$ cat src/rtl/cache_pkg.sv
// rtl/cache_pkg.sv - shared types and constants for the two-way write-back cache
//
// Purpose: line/word types, default geometry constants and the controller
// state encoding used by cache_core and cache_way.
// Ports: none (package).

package cache_pkg;

  localparam int ADR_W  = 12;            // line address width (byte address [15:4])
  localparam int LINE_W = 128;           // bits per cache line
  localparam int SEL_W  = LINE_W / 8;    // byte enables per line
  localparam int IDX_W  = 3;             // default index width (8 sets)
  localparam int TAG_W  = ADR_W - IDX_W; // default tag width

  localparam logic [SEL_W-1:0] SEL_ALL = '1;

  typedef logic [LINE_W-1:0] line_t;
  typedef logic [15:0]       word_t;

  typedef enum logic [1:0] {
    ST_IDLE,
    ST_WRITEBACK,
    ST_ALLOCATE
  } state_t;

endpackage

$ cat src/rtl/cache_way.sv
// rtl/cache_way.sv - one way of the cache: valid/dirty/tag/data arrays, tag compare
//
// Purpose: storage for one way across all sets. Reads are combinational at
// i_idx; a byte-masked CPU write sets dirty, a refill loads a whole line clean.
// Ports:
//   clk, rst                 clock, synchronous active-high reset (clears valid/dirty)
//   i_idx                    set index for read, compare and both write paths
//   i_tag                    tag compared against the stored tag
//   i_wr_en/i_wr_sel/i_wr_data   byte-masked write of the selected line, marks dirty
//   i_fill_en/i_fill_tag/i_fill_data  full-line refill, marks valid and clean
//   o_hit                    valid and tag match
//   o_valid/o_dirty/o_tag/o_data  stored state of the selected set

module cache_way
  import cache_pkg::*;
#(
  parameter int SETS      = 8,
  parameter int TAG_W     = 9,
  parameter int IDX_W     = 3,
  parameter int LINE_BITS = 128
) (
  input  logic                   clk,
  input  logic                   rst,
  input  logic [IDX_W-1:0]       i_idx,
  input  logic [TAG_W-1:0]       i_tag,
  input  logic                   i_wr_en,
  input  logic [LINE_BITS/8-1:0] i_wr_sel,
  input  logic [LINE_BITS-1:0]   i_wr_data,
  input  logic                   i_fill_en,
  input  logic [TAG_W-1:0]       i_fill_tag,
  input  logic [LINE_BITS-1:0]   i_fill_data,
  output logic                   o_hit,
  output logic                   o_valid,
  output logic                   o_dirty,
  output logic [TAG_W-1:0]       o_tag,
  output logic [LINE_BITS-1:0]   o_data
);

  localparam int NB = LINE_BITS / 8;

  logic [SETS-1:0]      r_valid;
  logic [SETS-1:0]      r_dirty;
  logic [TAG_W-1:0]     r_tag  [SETS];
  logic [LINE_BITS-1:0] r_data [SETS];

  logic [LINE_BITS-1:0] w_merged;

  always_comb begin
    w_merged = r_data[i_idx];
    for (int i = 0; i < NB; i++) begin
      if (i_wr_sel[i]) w_merged[8*i +: 8] = i_wr_data[8*i +: 8];
    end
  end

  always_ff @(posedge clk) begin
    if (rst) begin
      r_valid <= '0;
      r_dirty <= '0;
    end else if (i_fill_en) begin
      r_valid[i_idx] <= 1'b1;
      r_dirty[i_idx] <= 1'b0;
    end else if (i_wr_en) begin
      r_dirty[i_idx] <= 1'b1;
    end
  end

  // Tag and data carry no reset; the valid bit qualifies them.
  always_ff @(posedge clk) begin
    if (i_fill_en) begin
      r_tag[i_idx]  <= i_fill_tag;
      r_data[i_idx] <= i_fill_data;
    end else if (i_wr_en) begin
      r_data[i_idx] <= w_merged;
    end
  end

  assign o_valid = r_valid[i_idx];
  assign o_dirty = r_dirty[i_idx];
  assign o_tag   = r_tag[i_idx];
  assign o_data  = r_data[i_idx];
  assign o_hit   = r_valid[i_idx] & (r_tag[i_idx] == i_tag);

endmodule

$ cat src/rtl/cache_core.sv
// rtl/cache_core.sv - two-way set-associative write-back cache controller and datapath
//
// Purpose: serves CPU line reads/writes from two ways; hits ack in the request
// cycle, misses write back a dirty LRU victim and refill from memory.
// Ports:
//   clk, rst                          clock, synchronous active-high reset
//   cpu_cyc/cpu_stb/cpu_we/cpu_adr/cpu_sel/cpu_dat_i   CPU request
//   cpu_dat_o/cpu_ack/cpu_rty         CPU response (rty = request pending, not acked)
//   mem_cyc/mem_stb/mem_we/mem_adr/mem_sel/mem_dat_o   memory request
//   mem_dat_i/mem_ack/mem_rty         memory response
//   miss_count                        count of memory acks, wraps

module cache_core
  import cache_pkg::*;
#(
  parameter int SETS      = 8,
  parameter int LINE_BITS = 128
) (
  input  logic                   clk,
  input  logic                   rst,
  input  logic                   cpu_cyc,
  input  logic                   cpu_stb,
  input  logic                   cpu_we,
  input  logic [ADR_W-1:0]       cpu_adr,
  input  logic [LINE_BITS/8-1:0] cpu_sel,
  input  logic [LINE_BITS-1:0]   cpu_dat_i,
  output logic [LINE_BITS-1:0]   cpu_dat_o,
  output logic                   cpu_ack,
  output logic                   cpu_rty,
  output logic                   mem_cyc,
  output logic                   mem_stb,
  output logic                   mem_we,
  output logic [ADR_W-1:0]       mem_adr,
  output logic [LINE_BITS/8-1:0] mem_sel,
  output logic [LINE_BITS-1:0]   mem_dat_o,
  input  logic [LINE_BITS-1:0]   mem_dat_i,
  input  logic                   mem_ack,
  input  logic                   mem_rty,
  output word_t                  miss_count
);

  localparam int IW = $clog2(SETS);
  localparam int TW = ADR_W - IW;

  state_t           r_state;
  state_t           w_state_next;
  logic [SETS-1:0]  r_lru;        // per set: 1 = way1 is least recently used
  logic [ADR_W-1:0] r_mar;        // latched request address for the whole miss
  logic             r_victim;     // way being replaced during the miss
  word_t            r_miss_count;

  logic [IW-1:0]        w_idx;
  logic [TW-1:0]        w_req_tag;
  logic                 w_req;
  logic                 w_hit0, w_hit1, w_hit;
  logic                 w_valid0, w_valid1, w_dirty0, w_dirty1;
  logic [TW-1:0]        w_tag0, w_tag1;
  logic [LINE_BITS-1:0] w_data0, w_data1;
  logic                 w_ack;
  logic                 w_wr0, w_wr1;
  logic                 w_fill, w_fill0, w_fill1;
  logic                 w_victim;
  logic                 w_vic_valid, w_vic_dirty;
  logic [TW-1:0]        w_vic_tag;
  logic [LINE_BITS-1:0] w_vic_data;
  logic                 w_miss_start;
  logic                 w_mem_retry;

  // In IDLE the arrays are addressed by the live request; during a miss by the MAR.
  assign w_idx     = (r_state == ST_IDLE) ? cpu_adr[IW-1:0] : r_mar[IW-1:0];
  assign w_req_tag = cpu_adr[ADR_W-1:IW];
  assign w_req     = cpu_cyc & cpu_stb;
  assign w_hit     = w_hit0 | w_hit1;

  assign w_ack        = ~rst & (r_state == ST_IDLE) & w_req & w_hit;
  assign w_miss_start = ~rst & (r_state == ST_IDLE) & w_req & ~w_hit;
  assign w_wr0        = w_ack & cpu_we & w_hit0;
  assign w_wr1        = w_ack & cpu_we & w_hit1;

  assign w_fill  = ~rst & (r_state == ST_ALLOCATE) & mem_ack;
  assign w_fill0 = w_fill & ~r_victim;
  assign w_fill1 = w_fill & r_victim;

  assign w_victim    = (r_state == ST_IDLE) ? r_lru[w_idx] : r_victim;
  assign w_vic_valid = w_victim ? w_valid1 : w_valid0;
  assign w_vic_dirty = w_victim ? w_dirty1 : w_dirty0;
  assign w_vic_tag   = w_victim ? w_tag1   : w_tag0;
  assign w_vic_data  = w_victim ? w_data1  : w_data0;

  assign w_mem_retry = mem_rty & ~mem_ack;

  cache_way #(
    .SETS(SETS), .TAG_W(TW), .IDX_W(IW), .LINE_BITS(LINE_BITS)
  ) u_way0 (
    .clk        (clk),
    .rst        (rst),
    .i_idx      (w_idx),
    .i_tag      (w_req_tag),
    .i_wr_en    (w_wr0),
    .i_wr_sel   (cpu_sel),
    .i_wr_data  (cpu_dat_i),
    .i_fill_en  (w_fill0),
    .i_fill_tag (r_mar[ADR_W-1:IW]),
    .i_fill_data(mem_dat_i),
    .o_hit      (w_hit0),
    .o_valid    (w_valid0),
    .o_dirty    (w_dirty0),
    .o_tag      (w_tag0),
    .o_data     (w_data0)
  );

  cache_way #(
    .SETS(SETS), .TAG_W(TW), .IDX_W(IW), .LINE_BITS(LINE_BITS)
  ) u_way1 (
    .clk        (clk),
    .rst        (rst),
    .i_idx      (w_idx),
    .i_tag      (w_req_tag),
    .i_wr_en    (w_wr1),
    .i_wr_sel   (cpu_sel),
    .i_wr_data  (cpu_dat_i),
    .i_fill_en  (w_fill1),
    .i_fill_tag (r_mar[ADR_W-1:IW]),
    .i_fill_data(mem_dat_i),
    .o_hit      (w_hit1),
    .o_valid    (w_valid1),
    .o_dirty    (w_dirty1),
    .o_tag      (w_tag1),
    .o_data     (w_data1)
  );

  always_comb begin
    w_state_next = r_state;
    mem_cyc      = 1'b0;
    mem_stb      = 1'b0;
    mem_we       = 1'b0;
    mem_adr      = '0;
    mem_dat_o    = '0;
    case (r_state)
      ST_IDLE: begin
        if (w_req && !w_hit) begin
          w_state_next = (w_vic_valid && w_vic_dirty) ? ST_WRITEBACK : ST_ALLOCATE;
        end
      end
      ST_WRITEBACK: begin
        mem_cyc   = 1'b1;
        mem_stb   = 1'b1;
        mem_we    = 1'b1;
        mem_adr   = {w_vic_tag, r_mar[IW-1:0]};
        mem_dat_o = w_vic_data;
        if (mem_ack)          w_state_next = ST_ALLOCATE;
        else if (w_mem_retry) w_state_next = ST_WRITEBACK;
      end
      ST_ALLOCATE: begin
        mem_cyc = 1'b1;
        mem_stb = 1'b1;
        mem_adr = r_mar;
        if (mem_ack)          w_state_next = ST_IDLE;
        else if (w_mem_retry) w_state_next = ST_ALLOCATE;
      end
      default: w_state_next = ST_IDLE;
    endcase
  end

  always_ff @(posedge clk) begin
    if (rst) begin
      r_state      <= ST_IDLE;
      r_lru        <= '0;
      r_mar        <= '0;
      r_victim     <= 1'b0;
      r_miss_count <= '0;
    end else begin
      r_state <= w_state_next;
      if (w_miss_start) begin
        r_mar    <= cpu_adr;
        r_victim <= r_lru[w_idx];
      end
      // The way just used becomes most recent, so the other one is now LRU.
      if (w_ack) r_lru[w_idx] <= w_hit0;
      if (mem_cyc && mem_ack) r_miss_count <= r_miss_count + 16'd1;
    end
  end

  assign cpu_ack    = w_ack;
  assign cpu_rty    = cpu_cyc & cpu_stb & ~w_ack;
  assign cpu_dat_o  = w_hit1 ? w_data1 : w_data0;
  assign mem_sel    = SEL_ALL[LINE_BITS/8-1:0];
  assign miss_count = r_miss_count;

endmodule

$ cat config.mk
export PLATFORM = sky130hd
export DESIGN_NAME = cache_core
export DESIGN_NICKNAME = d
export VERILOG_FILES = /design/src/rtl/cache_pkg.sv /design/src/rtl/cache_way.sv /design/src/rtl/cache_core.sv
export SDC_FILE = /design/constraint.sdc
export NUM_CORES = 2
export LEC_CHECK = 0
export ABC_AREA = 1
export ABC_CLOCK_PERIOD_IN_PS = 22000
export CORE_MARGIN = 2
export CORE_UTILIZATION = 55
export DETAILED_ROUTE_END_ITERATION = 7
export GPL_ROUTABILITY_DRIVEN = 0
export PLACE_DENSITY = 0.77
export SLEW_MARGIN = 30
export SYNTH_ARGS = -nofsm -noshare
export SYNTH_HDL_FRONTEND = slang
export SYNTH_SLANG_ARGS = --single-unit
$ cat constraint.sdc
create_clock -name clk -period 22 [get_ports clk]
set_clock_uncertainty 0.1 [all_clocks]
set_input_delay 4.4 -clock clk [delete_from_list [all_inputs] [get_ports clk]]
set_output_delay 4.4 -clock clk [all_outputs]
set_load 0.005 [all_outputs]
== Word-level counts from Yosys, hierarchy flattened ==
Memories as Yosys holds them, arrays and structs flattened.
Cells that the tools add are included.

* Add/subtract/negate cells: 1
* $lt $le $gt $ge: 2
* Equality and inequality tests: 7
* Mux-type cells: 79
* Bitwise logic cells: 31
* Reduce and logical (&&, ||, !) cells: 10

{| class="wikitable"
|+ Operators with widths
! kind !! number
|-
| 128-bit two-way mux || 5
|-
| 8-bit two-way mux || 36
|-
| 8-bit bitwise OR || 4
|-
| 12-bit one-hot mux with 2 select lines || 1
|-
| 1-bit two-way mux || 21
|-
| 9-bit == test || 2
|-
| 16-bit by 1-bit adder with 16-bit output (second input constant) || 1
|-
| 1-bit bitwise AND || 16
|-
| 8-bit bitwise AND || 2
|-
| 1-bit binary-select mux with 3-bit select || 5
|-
| 2-bit two-way mux || 6
|-
| 9-bit two-way mux || 1
|-
| 8-bit bitwise mux || 1
|-
| 8-bit inverter || 1
|-
| 3-bit inequality test (second input constant) || 2
|-
| 2-bit one-hot mux with 3 select lines || 1
|-
| 1-bit inverter || 5
|-
| 1-bit logical AND || 4
|-
| 3-bit by 4-bit < comparator with 1-bit output (second input constant) || 1
|-
| 2-bit nonzero test || 2
|-
| 1-bit demux with 3-bit select || 1
|-
| 3-bit by 1-bit >= comparator with 1-bit output (second input constant) || 1
|-
| 3-bit two-way mux || 1
|-
| 1-bit bitwise OR || 3
|-
| other kinds (7) || 7
|}

* Register bits: 71
* Bits in writable memories: 2192
* Bits of input ports: 291
* Output and inout port bits: 305
* Logic and storage cells: 143
* Memories kept: 4

{| class="wikitable"
|+ Memories
! memory !! depth !! width !! read ports !! clocked after Yosys merged registers in !! write ports !! RTL line !! RTL
|-
| u_way0.r_data || 8 || 128 || 1 || 0 || 1 || cache_way.sv:44 || <nowiki>logic [LINE_BITS-1:0] r_data [SETS];</nowiki>
|-
| u_way1.r_data || 8 || 128 || 1 || 0 || 1 || cache_way.sv:44 ||
|-
| u_way0.r_tag || 8 || 9 || 1 || 0 || 1 || cache_way.sv:43 || <nowiki>logic [TAG_W-1:0] r_tag [SETS];</nowiki>
|-
| u_way1.r_tag || 8 || 9 || 1 || 0 || 1 || cache_way.sv:43 ||
|}

== Longest topological paths before layout ==
* Word-level depth: 13
* Depth in mapped cells: 26
* Mapped depth without buffers: 23

== Modules after synthesis ==
From an unflattened synthesis, not the netlist that was laid out.

* Cells, all modules: 8336
* Area, all modules: 94388.0 sq um

{| class="wikitable"
|+ By module, submodules not included
! module !! instances !! cells an instance !! area an instance (sq um) !! sequential area each (sq um)
|-
| cache_way at u_way1 || 1 || 3640 || 44376.3 || 33231.9
|-
| cache_way at u_way0 || 1 || 3492 || 43929.6 || 33231.9
|-
| cache_core || 1 || 1204 || 6082.1 || 780.7
|}

== Worst setup path after synthesis ==
Ideal clock, no wire load.

* Path type: input port to flip-flop
* Start: input port cpu_adr[0]
* End: memory u_way0.r_data[0][0], enable pin
* Setup time: 792 ps
* Arrival: 15255 ps
* Data required time: 21108 ps
* Setup slack: 5853 ps
* Stages on the path: 19
* Path buffers: 4
* Cell sequence: nand2_1 -> nand2_2 -> buf_6 -> buf_4 -> o21ai_1 -> nand2_1 -> nand2_1 -> nand2_1 -> nand2_1 -> nand2_1 -> nor2_1 -> nand2_1 -> nor2_1 -> nand2_2 -> nand2_2 -> nand4_4 -> buf_2 -> clkbuf_1 -> o21ai_0

* Cells in the longest elaborated chain, start to end: 12
* Elaborated cells between the ends (all ways): 19
* Classes of those cells: 2 x eq/ne; 8 x mux; 7 x bitwise; 2 x memory

{| class="wikitable"
|+ Ends and longest elaborated chain
! item !! RTL line !! RTL
|-
| start, declared || cache_core.sv:24 || <nowiki>input logic [ADR_W-1:0] cpu_adr,</nowiki>
|-
| 3-bit two-way mux (*) || cache_core.sv:70 || <nowiki>assign w_idx = (r_state == ST_IDLE) ? cpu_adr[IW-1:0] : r_mar[IW-1:0];</nowiki>
|-
| memory 8 x 9 bit / 1-bit binary-select mux with 3-bit select (equally long branches) || - ||
|-
| 9-bit == test / 1-bit two-way mux (equally long branches) || cache_way.sv:81 || <nowiki>assign o_hit = r_valid[i_idx] & (r_tag[i_idx] == i_tag);</nowiki>
|-
| 1-bit bitwise AND || cache_way.sv:81 ||
|-
| 1-bit bitwise OR || cache_core.sv:73 || <nowiki>assign w_hit = w_hit0 | w_hit1;</nowiki>
|-
| 1-bit bitwise AND || cache_core.sv:75 || <nowiki>assign w_ack = ~rst & (r_state == ST_IDLE) & w_req & w_hit;</nowiki>
|-
| 1-bit bitwise AND (2 in series) || cache_core.sv:77 || <nowiki>assign w_wr0 = w_ack & cpu_we & w_hit0;</nowiki>
|-
| 1-bit two-way mux || cache_way.sv:72 || <nowiki>end else if (i_wr_en) begin</nowiki>
|-
| 1-bit two-way mux || cache_way.sv:69 || <nowiki>if (i_fill_en) begin</nowiki>
|-
| 1-bit two-way mux (not written as such) || cache_way.sv:73 || <nowiki>r_data[i_idx] <= w_merged;</nowiki>
|-
| 1-bit bitwise OR (no source line) || - ||
|-
| end, declared || cache_way.sv:44 ||
|}

Mark *: on every way between the ends. The rest lies on a longest branch, timed or not. The select of a mux whose other input is x is not followed.

== Worst setup path in the final report ==
* Start: input port cpu_adr[1]
* End: output port cpu_dat_o[43]

* Cells in the longest elaborated chain, start to end: 5
* Elaborated cells between the ends (all ways): 9
* Classes of those cells: 1 x eq/ne; 4 x mux; 1 x bitwise; 3 x memory

{| class="wikitable"
|+ Ends and longest elaborated chain
! item !! RTL line !! RTL
|-
| 3-bit two-way mux (*) || cache_core.sv:70 ||
|-
| memory 8 x 9 bit / 1-bit binary-select mux with 3-bit select (equally long branches) || - ||
|-
| 9-bit == test / 1-bit two-way mux (equally long branches) || cache_way.sv:81 ||
|-
| 1-bit bitwise AND || cache_way.sv:81 ||
|-
| 128-bit two-way mux (*) || cache_core.sv:186 || <nowiki>assign cpu_dat_o = w_hit1 ? w_data1 : w_data0;</nowiki>
|-
| end, declared || cache_core.sv:27 || <nowiki>output logic [LINE_BITS-1:0] cpu_dat_o,</nowiki>
|}

Marks and branches as above.

==> results.cfg <==
[routing]
drtAntennaViolNets = 0
wl_met1_um = 103300
drc = 6
top_layer = met5
first_pass_iters = 8
route.met2.wl_um = 130100
drt-total-wl_um = 292400
dr.first_iter.drc_count = 11560
wl_per_cell_um = 29.31
vias = 65720
via_per_inst = 6.586
dr_wl_met3_um = 45660

[run_status]
violations = design-rule violations
outcome = finished, violations left

[synthesis]
synth_edf_count = 2192
syn_area_mm2 = 0.09168
synthTopCellsByArea = edfxtp_1 (72%), nand2_1 (5.7%), o21ai_0 (3.6%)
ys.flop_type = edfxtp_1
synth.largest_area_cell = edfxtp_1
ys.warnings.count = 0
synthTopCellsByCount = edfxtp_1 (2192), nand2_1 (1385), o21ai_0 (651)
avgSynthCellArea_um2 = 12.83
yosysSeqAreaShare_pct = 73.35
synth-seq-cells = 2263
synth.most_common_cell = edfxtp_1
async_reset_ff_share_pct = 0
synth_cell_types = 43
yosysTopAreaCellShare_pct = 71.80
synthCells = 7144

[power]
power_mw = 13.58
leakage_nw = 36.26
p_per_area_mw_per_mm2 = 127.4
vdd_drop_max_mv = 0.1248

[sta]
fmax_mhz = 65.04
maxSlewViolCount = 0
rsz0062_at_grt = no
tightestPinTransition_ns = 1.116
finalHoldViolations = 0
slew_headroom_pct = 24.84
final.setup.tns_ns = 0
setup-violations-final = 0
period_share_pct = 69.88
finalCriticalPeriod_ns = 15.37

[final_layout]
fillers = 11550
layout-drive-gt1-share_pct = 6.260
final_core_util_pct = 64.53
syn_to_final_growth_pct = 16.27
fin_nets = 7894

[floorplan]
coreArea_mm2 = 0.1652
initial_core_util_pct = 55.50
fp.dieH_um = 412.3
die_w_um = 412.3
ios = 596
die_area_mm2 = 0.1700
rows = 149

[hold_path]
hp-class = reg -> reg
hold_start = u_way1.r_valid[4]

[setup_path]
cp.required_ns = 17.50
worstSetupStartpoint = cpu_adr[1]
rr_startpoint = r_state[1]
critical_path_class = in -> out
cp_max_fo = 122
cp-end-kind = primary output
worstPathArrival_ns = 10.87
startpoint_type = input port

[global_routing]
grt_use_total_pct = 33.69
grt_antenna_before_repair = 23
grt_pass1_vias = 62800
grt_max_degree = 139
grt_first_pass_wirelength_um = 415800
grt.overflow.total = 0

[clock_network]
clk_pin_slew_worst_paths_ns = 0.06
postCtsHoldBufs = 0
cts_made_buffers = 213
cts_buffer_depth = 3
cts_resized = 0
cts_root_buffer = clkbuf_16
clock_sinks = 2263
clkLatencyLatePin_ns = 0.87
postCtsSetupRepairBufs = 0
h-tree-depth = 4
cts_tree = yes

[placement]
post-dp-hpwl_um = 161700
io_buffer_count = 579

[flow_run]
maxCapViolCount = 0
[critical path, cell delays in order]
cell and delay [ns]:
clkdlybuf4s50_1 0.48, inv_1 0.06, nand2_1 0.05, nand2_1 0.51, nor2_1 0.87, nand2_1 0.61
inv_8 0.73, buf_12 0.62, buf_4 0.77, a22o_1 0.22, a221oi_1 0.06, nand2_1 0.15
inv_1 0.07, o21ai_0 0.47, clkdlybuf4s50_1 0.65
[through the flow]
stage                     setup WS, ns  instances  instance area (µm²)  hold WS (ns)
final                            6.626       9978               106600        0.3553
after CTS                        6.700       9965               106400        0.3580
after global placement           6.787       9567                99400        0.3442
after floorplan                  5.853       7159                91730        0.3359
after detailed placement         6.733       9568                99430        0.3488
after global routing             6.366       9976               106600        0.3740
[logic make-up after synthesis]
kind of cell | count (synthesis) | share of synthesized area (%)
buf+inv | 879 | 3.970
xor+xnor | 1 | 0.009555
other cells | 1 | 0.004090
simple gates | 2248 | 9.974
fa+ha+maj | 5 | 0.06824
flops | 2263 | 73.35
compound gates | 1747 | 12.62
[routing by layer]
| metal | vias to the layer above | global-route usage (%) |
|---|---|---|
| met4 | 16 | 14.62 |
| li1 | 27320 | - |
| met3 | 828 | 10.15 |
| met1 | 31780 | 45.31 |
| met2 | 5783 | 51.13 |
| met5 | - | 0 |
[layout make-up]
class	instances	area, µm²	share of cell area, %
timing repair buffer	682	6817	6.395
multi-input combinational	4017	21140	19.83
tap	2189	2739	2.570
clock inverter	146	1475	1.384
antenna	9	22.52	0.02113
inverter	421	1634	1.533
sequential	2263	67240	63.09
clock buffer	251	5524	5.182
[cell usage in the layout (no fill, tap or decap), types with 92 or more instances in the layout]
| cell | Yosys | final |
|---|---|---|
| inv_1 | 404 | 402 |
| a221oi_1 | 295 | 295 |
| clkbuf_16 | 0 | 214 |
| nor2_1 | 546 | 529 |
| nand4_1 | 164 | 164 |
| clkdlybuf4s50_1 | 0 | 577 |
| nand2_1 | 1385 | 1382 |
| o21ai_0 | 651 | 640 |
| edfxtp_1 | 2192 | 2192 |
| a22o_1 | 256 | 256 |
| a22oi_1 | 260 | 260 |
| a21oi_1 | 204 | 196 |
| nand3_1 | 93 | 92 |
[sequential cells by signal (all words and copies together), names as in the netlist, named ones only]
| name | count |
|---|---|
| u_way1.r_data | 1024 |
| miss_count | 16 |
| u_way0.r_valid | 8 |
| r_mar | 12 |
| r_lru | 8 |
| u_way1.r_valid | 8 |
| r_victim | 1 |
| u_way0.r_tag | 72 |
| u_way1.r_tag | 72 |
| r_state | 2 |
| u_way0.r_data | 1024 |
[report_power, final]
part           leakage (nW)  switching (mW)  internal [mW]  total, mW
sequential             20.3          0.0299           4.81       4.84
clock                  3.38            1.64           2.02       3.66
combinational          12.6            3.42           1.66       5.08
[final timing paths]
kind,endpoint,cells after the start,slack (ns)
worst max-delay path,cpu_dat_o[43],15,6.63
worst min-delay path,u_way1.r_valid[4],2,0.36
worst max register to register,u_way1.r_data[5][48],20,13.69
worst min register to register,u_way1.r_valid[4],2,0.36
Note: power is estimated with default switching activity, not from simulation.
